### config.mk
export PLATFORM = sky130hd
export DESIGN_NAME = calc_ctrl
export DESIGN_NICKNAME = d
export VERILOG_FILES = /design/src/rtl/calc_pkg.sv /design/src/rtl/calc_eval.sv /design/src/rtl/calc_ctrl.sv
export SDC_FILE = /design/constraint.sdc
export NUM_CORES = 1
export LEC_CHECK = 0
export CAP_MARGIN = 30
export CORE_ASPECT_RATIO = 0.75
export CORE_UTILIZATION = 60
export DETAILED_ROUTE_END_ITERATION = 7
export HOLD_SLACK_MARGIN = 0.12
export MAX_ROUTING_LAYER = met4
export PLACE_DENSITY = 0.83
export SETUP_SLACK_MARGIN = 0.5
export SKIP_CTS_REPAIR_TIMING = 1
export SYNTH_ARGS = -nofsm -noshare
export SYNTH_HDL_FRONTEND = slang
export SYNTH_SLANG_ARGS = --single-unit
export TNS_END_PERCENT = 10
### constraint.sdc
create_clock -name clk_in -period 8 [get_ports clk_in]
set_input_delay 0.8 -clock clk_in [delete_from_list [all_inputs] [get_ports clk_in]]
set_output_delay 0.8 -clock clk_in [all_outputs]
set_load 0.05 [all_outputs]
### src/rtl/calc_pkg.sv
// Shared constants, state type and key-map helpers for the calculator
// keypad controller and its evaluation datapath.
package calc_pkg;

    localparam int MAX_LEN_DEF = 16;

    localparam logic [7:0] CH_SPACE = 8'h20;
    localparam logic [7:0] CH_PLUS  = 8'h2B;
    localparam logic [7:0] CH_MINUS = 8'h2D;
    localparam logic [7:0] CH_MUL   = 8'h2A;
    localparam logic [7:0] CH_CLR   = 8'h43;
    localparam logic [7:0] CH_EQ    = 8'h3D;
    localparam logic [7:0] CH_BS    = 8'h42;

    typedef enum logic {
        IDLE,
        EVAL
    } state_t;

    // Row-major 4x4 keypad: "123+" / "456-" / "789*" / "C0=B".
    function automatic logic [7:0] key_char(input logic [1:0] row, input logic [1:0] col);
        logic [7:0] ch;
        case ({row, col})
            4'h0: ch = "1";
            4'h1: ch = "2";
            4'h2: ch = "3";
            4'h3: ch = CH_PLUS;
            4'h4: ch = "4";
            4'h5: ch = "5";
            4'h6: ch = "6";
            4'h7: ch = CH_MINUS;
            4'h8: ch = "7";
            4'h9: ch = "8";
            4'hA: ch = "9";
            4'hB: ch = CH_MUL;
            4'hC: ch = CH_CLR;
            4'hD: ch = "0";
            4'hE: ch = CH_EQ;
            default: ch = CH_BS;
        endcase
        return ch;
    endfunction

    function automatic logic is_digit(input logic [7:0] ch);
        return (ch >= "0") && (ch <= "9");
    endfunction

    function automatic logic is_op(input logic [7:0] ch);
        return (ch == CH_PLUS) || (ch == CH_MINUS) || (ch == CH_MUL);
    endfunction

    function automatic logic [15:0] apply_op(input logic [15:0] a, input logic [7:0] op,
                                             input logic [15:0] b);
        logic [15:0] r;
        case (op)
            CH_MINUS: r = a - b;
            CH_MUL:   r = a * b;
            default:  r = a + b;
        endcase
        return r;
    endfunction

endpackage

### src/rtl/calc_eval.sv
// Character-at-a-time left-to-right accumulator; result is the value the
// expression would have if it ended at the current character.
module calc_eval
    import calc_pkg::*;
(
    input  logic        clk,
    input  logic        rst,
    input  logic        start,
    input  logic        valid,
    input  logic        last,
    input  logic [7:0]  ch,
    output logic [15:0] result,
    output logic        done
);

    logic [15:0] acc_q, acc_d;
    logic [15:0] opnd_q, opnd_d;
    logic [7:0]  op_q, op_d;

    always_ff @(posedge clk or posedge rst) begin
        if (rst) begin
            acc_q  <= '0;
            opnd_q <= '0;
            op_q   <= CH_PLUS;
        end else begin
            acc_q  <= acc_d;
            opnd_q <= opnd_d;
            op_q   <= op_d;
        end
    end

    always_comb begin
        acc_d  = acc_q;
        opnd_d = opnd_q;
        op_d   = op_q;
        if (start) begin
            acc_d  = '0;
            opnd_d = '0;
            op_d   = CH_PLUS;
        end else if (valid && !last) begin
            if (is_digit(ch)) begin
                opnd_d = opnd_q * 16'd10 + {12'd0, ch[3:0]};
            end else if (is_op(ch)) begin
                acc_d  = apply_op(acc_q, op_q, opnd_q);
                op_d   = ch;
                opnd_d = '0;
            end
        end
    end

    assign result = apply_op(acc_q, op_q, opnd_q);
    assign done   = valid & last;

endmodule

### src/rtl/calc_ctrl.sv
// Keypad-side calculator controller: cursor, expression buffer, IDLE/EVAL
// FSM and the registered result shown on the LCD.
module calc_ctrl
    import calc_pkg::*;
#(
    parameter int MAX_LEN = MAX_LEN_DEF
) (
    input  logic                 clk_in,
    input  logic                 sys_rst,
    input  logic                 btn_up,
    input  logic                 btn_down,
    input  logic                 btn_left,
    input  logic                 btn_right,
    input  logic                 btn_ok,
    output logic [3:0]           cursor_x,
    output logic [3:0]           cursor_y,
    output logic [8*MAX_LEN-1:0] disp_str_flat,
    output logic [15:0]          result,
    output logic                 calc_done,
    output logic                 busy
);

    localparam int LW = $clog2(MAX_LEN + 1);

    state_t         state_q, state_d;
    logic [1:0]     row_q, row_d, col_q, col_d;
    logic [7:0]     buf_q [MAX_LEN];
    logic [7:0]     buf_d [MAX_LEN];
    logic [LW-1:0]  len_q, len_d, idx_q, idx_d;
    logic [15:0]    result_q, result_d;
    logic           done_q, done_d;

    logic [7:0]     key;
    logic [7:0]     eval_ch;
    logic           eval_start, eval_valid, eval_last, eval_done;
    logic [15:0]    eval_result;

    always_ff @(posedge clk_in or posedge sys_rst) begin
        if (sys_rst) begin
            state_q  <= IDLE;
            row_q    <= '0;
            col_q    <= '0;
            len_q    <= '0;
            idx_q    <= '0;
            result_q <= '0;
            done_q   <= 1'b0;
            for (int k = 0; k < MAX_LEN; k++) buf_q[k] <= CH_SPACE;
        end else begin
            state_q  <= state_d;
            row_q    <= row_d;
            col_q    <= col_d;
            len_q    <= len_d;
            idx_q    <= idx_d;
            result_q <= result_d;
            done_q   <= done_d;
            buf_q    <= buf_d;
        end
    end

    assign key = key_char(row_q, col_q);

    always_comb begin
        eval_ch = CH_SPACE;
        for (int k = 0; k < MAX_LEN; k++) begin
            if (LW'(k) == idx_q) eval_ch = buf_q[k];
        end
    end

    // Buttons only act in IDLE; EVAL walks idx from 0 to len, finishing on idx==len.
    always_comb begin
        state_d    = state_q;
        row_d      = row_q;
        col_d      = col_q;
        buf_d      = buf_q;
        len_d      = len_q;
        idx_d      = idx_q;
        result_d   = result_q;
        done_d     = done_q;
        eval_start = 1'b0;
        eval_valid = 1'b0;
        eval_last  = 1'b0;
        case (state_q)
            IDLE: begin
                if (btn_ok) begin
                    if (key == CH_EQ) begin
                        state_d    = EVAL;
                        idx_d      = '0;
                        eval_start = 1'b1;
                    end else if (key == CH_CLR) begin
                        for (int k = 0; k < MAX_LEN; k++) buf_d[k] = CH_SPACE;
                        len_d    = '0;
                        result_d = '0;
                        done_d   = 1'b0;
                    end else if (key == CH_BS) begin
                        done_d = 1'b0;
                        if (len_q != '0) begin
                            for (int k = 0; k < MAX_LEN; k++) begin
                                if (LW'(k) + LW'(1) == len_q) buf_d[k] = CH_SPACE;
                            end
                            len_d = len_q - LW'(1);
                        end
                    end else begin
                        done_d = 1'b0;
                        if (len_q < LW'(MAX_LEN)) begin
                            for (int k = 0; k < MAX_LEN; k++) begin
                                if (LW'(k) == len_q) buf_d[k] = key;
                            end
                            len_d = len_q + LW'(1);
                        end
                    end
                end else if (btn_up) begin
                    row_d = row_q - 2'd1;
                end else if (btn_down) begin
                    row_d = row_q + 2'd1;
                end else if (btn_left) begin
                    col_d = col_q - 2'd1;
                end else if (btn_right) begin
                    col_d = col_q + 2'd1;
                end
            end
            EVAL: begin
                eval_valid = 1'b1;
                eval_last  = (idx_q == len_q);
                if (eval_done) begin
                    result_d = eval_result;
                    done_d   = 1'b1;
                    state_d  = IDLE;
                end else begin
                    idx_d = idx_q + LW'(1);
                end
            end
            default: state_d = IDLE;
        endcase
    end

    calc_eval u_eval (
        .clk    (clk_in),
        .rst    (sys_rst),
        .start  (eval_start),
        .valid  (eval_valid),
        .last   (eval_last),
        .ch     (eval_ch),
        .result (eval_result),
        .done   (eval_done)
    );

    always_comb begin
        disp_str_flat = '0;
        for (int k = 0; k < MAX_LEN; k++) disp_str_flat[k*8 +: 8] = buf_q[k];
    end

    assign cursor_x  = {2'b00, col_q};
    assign cursor_y  = {2'b00, row_q};
    assign result    = result_q;
    assign calc_done = done_q;
    assign busy      = (state_q == EVAL);

endmodule

==> parameters.txt <==
Parameter                              Value

Status
  Outcome    completed

CTS
  Sink count of the clock tree    183
  CTS Buf Count    17
  Clock buffer depth    2
  Number of H-tree levels    4
  Insertion delay to the later sink of the worst-skew pair    0.46 ns
  CTS tree    done
  CTS clk-pin slew, worst paths    0.08 ns
  Cell at the root of the clock tree    sky130_fd_sc_hd__clkbuf_16

Timing
  Hold violation count in the final report    0
  Setup repair after global routing missed its margin    no
  Part of the cycle the worst path needs    72.0%
  Slew at the pin closest to its max-slew limit    1.10 ns
  TNS Setup    0 ns
  Fmax achieved    0.174 GHz
  Normalized max-slew margin    26.5%
  Final setup violation count    0
  Final max-slew violation count    0
  Clock period minus final worst setup slack    5.76 ns
  Worst clock skew    0.0156 ns

Drt
  Initial DRC Count    1502
  Routed via count    13600
  Avg Vias per Cell    6.28
  Mean routed wirelength per cell    22.5 um
  Met2 wire length    19800 um
  Top layer in use    met4
  DRC violations left    0
  First drt pass iteration count    6
  Met3 Routed Length    5900 um
  Number of routed nets with antenna violations    0
  Met1 Wirelength    22000 um
  Drt total wl    48500 um

Setup path
  Worst-case reg-to-reg path depth    19
  Maximum single-stage delay on the critical path    0.79 ns
  Arrival time at the worst endpoint    6.07 ns
  R2r endpoint    result[15]
  Worst-path cell chain    nand2_1 -> fa_1 -> inv_1 -> fa_1 -> inv_1 -> fa_1 -> inv_1 -> fa_1 -> inv_1 -> fa_1 -> inv_1 -> fa_1 -> ha_1 -> or2_2 -> a21o_1 -> o31ai_1 -> xnor2_1 -> o32a_1 -> o21ai_0
  R2R Setup Slk    2.24 ns
  Kind of start point of the critical path    flip-flop
  Slowest-stage cell, CP    sky130_fd_sc_hd__dfrtp_1
  Critical register-to-register path startpoint    u_eval.opnd_q[2]
  Largest fanout on the critical path    17
  Critical Path RT    8.31 ns
  Most common cell type on the critical path    sky130_fd_sc_hd__fa_1
  Kind of critical path    flip-flop to flip-flop
  Endpoint kind of the worst setup timing path    flip-flop

Synth
  Number of enable-type register cells in the synthesized netlist    0
  Post-synth cell types    101
  Commonest cells in the synthesized netlist    188 x sky130_fd_sc_hd__nand2_1, 166 x sky130_fd_sc_hd__inv_1, 163 x sky130_fd_sc_hd__dfrtp_1, 108 x sky130_fd_sc_hd__ha_1, 97 x sky130_fd_sc_hd__nor2_1
  Top cell type's share of synthesized area    25.3%
  Most numerous cell in the Yosys netlist    sky130_fd_sc_hd__nand2_1
  Largest area contributor in the synthesized netlist    sky130_fd_sc_hd__dfrtp_1
  Primary flip-flop cell chosen by synthesis mapping    sky130_fd_sc_hd__dfrtp_1
  Cell count after synthesis    1718
  Number of register bits inferred by synthesis    183
  Synth warn    0
  Area contributors post-synth    sky130_fd_sc_hd__dfrtp_1 25%, sky130_fd_sc_hd__fa_1 10%, sky130_fd_sc_hd__ha_1 8.4%
  Async S/R FF share, synth    100%
  Synth Cell Area    0.0161 mm^2
  Sequential area share after synthesis    28.6%
  Average cell area after synthesis    9.37 um^2

GRT
  Number of antenna violations at the first check in global routing    0
  Global-route wire length before repair    76400 um
  Total congestion overflow    0
  Total Routing Usage GR    37.9%
  Vias in the first global route    13200
  Pin count of the biggest net entering global routing    76

Floorplanning
  Core outline area    0.0262 mm^2
  Die H    144 um
  Total die area    0.0275 mm^2
  Die Width    191 um
  Number of cell rows    51
  Top-Level Pins    161
  Effective utilization at floorplan    61.5%

Finish
  Inserted Diodes    0
  Area growth syn-to-layout    13.1%
  Fraction of final layout cells with drive strength greater than 1    12.3%
  Final design instance area without fill    0.0182 mm^2
  Number of nets in the layout    2000

Placed design
  Placed cell area    0.0176 mm^2
  Final GP Congestion    1.03
  Detailed-placement wirelength estimate    36700 um
  Count of port buffers added during placement    140

Min path
  Number of cells traversed by the worst hold path    2
  Hold worst-path end    calc_done
  Kind of path behind the tightest hold check    flip-flop to flip-flop
  Startpoint of the most critical hold path    calc_done

Run
  Reported max-cap violation count    0
-- metrics by stage --
step	cells	hold slack, ns	worst slack, ns	util (%)
2_1_floorplan	1737	0.516	2.26	-
3_3_place_gp	2124	0.460	2.41	67.0
3_5_place_dp	2125	0.473	2.30	67.1
4_1_cts	2157	0.489	2.28	69.4
5_1_grt	2159	0.515	1.97	69.6
6_report	2159	0.484	2.24	69.6
-- metal layers --
layer | track usage (%) | vias to the layer above
li1 | - | 6021
met1 | 55.5 | 6712
met2 | 50.7 | 750
met3 | 12.3 | 85
met4 | 7.10 | 0
met5 | - | -
-- worst max-delay path by stage --
stage                      from          to  cells past startpoint
6_report       u_eval.opnd_q[2]  result[15]                     19
5_1_grt        u_eval.opnd_q[2]  result[12]                     20
3_5_place_dp   u_eval.opnd_q[2]  result[15]                     19
3_3_place_gp   u_eval.opnd_q[6]  result[15]                     19
2_1_floorplan           sys_rst        busy                      1
4_1_cts        u_eval.opnd_q[2]  result[15]                     19
-- cell type report --
| cell class | count | area [um^2] |
|---|---|---|
| timing repair buffer | 160 | 1600 |
| fill | 2029 | 7950 |
| tap | 344 | 430 |
| multi-input combinational | 1273 | 10300 |
| sequential | 183 | 4600 |
| clock inverter | 15 | 178 |
| clock buffer | 17 | 425 |
| inverter | 167 | 632 |
-- worst max-delay path: cells and delay by family (launching register included) --
kind                     cells  cell delay (ns)
AND/OR/NAND/NOR              2             0.48
flip-flops                   1             0.79
XOR/XNOR                     1             0.16
AO/OA/AOI/OAI                4             0.55
buffers and inverters        5             0.28
adder cells (fa/ha/maj)      7             3.36
-- flip-flops by register name, summed over array words and instances, names as in the netlist --
register and count:
u_eval.acc_q 16, row_q 2, disp_str_flat 112, len_q 5, col_q 2, busy 1, idx_q 5, u_eval.opnd_q 16
u_eval.op_q 7, calc_done 1, result 16
-- kinds of logic after synthesis --
| family | after synthesis | synth area share [%] |
|---|---|---|
| compound gates | 327 | 14.5 |
| xor+xnor | 95 | 5.25 |
| fa+ha+maj | 191 | 18.7 |
| buf+inv | 281 | 7.77 |
| flops | 183 | 28.6 |
| mux | 114 | 7.78 |
| other cells | 1 | 0.0233 |
| simple gates | 526 | 17.4 |
-- cell usage in the layout (no fill, tap or decap), drive strengths merged, types with 17 or more instances in the layout --
cell,n
buf,20
nor2,97
mux2,89
mux2i,25
clkdlybuf4s50,140
nand2,188
o21ai,68
nand2b,18
a21oi,82
and2,42
nor3,33
dfstp,20
fa,83
conb,20
clkbuf,17
nor2b,32
xor2,22
inv,174
o22ai,32
a211oi,21
ha,108
nand3,20
dfrtp,163
xnor2,72
Power is not shown: default switching activity piles up to over one toggle a cycle in this logic, so the estimate is an artifact.
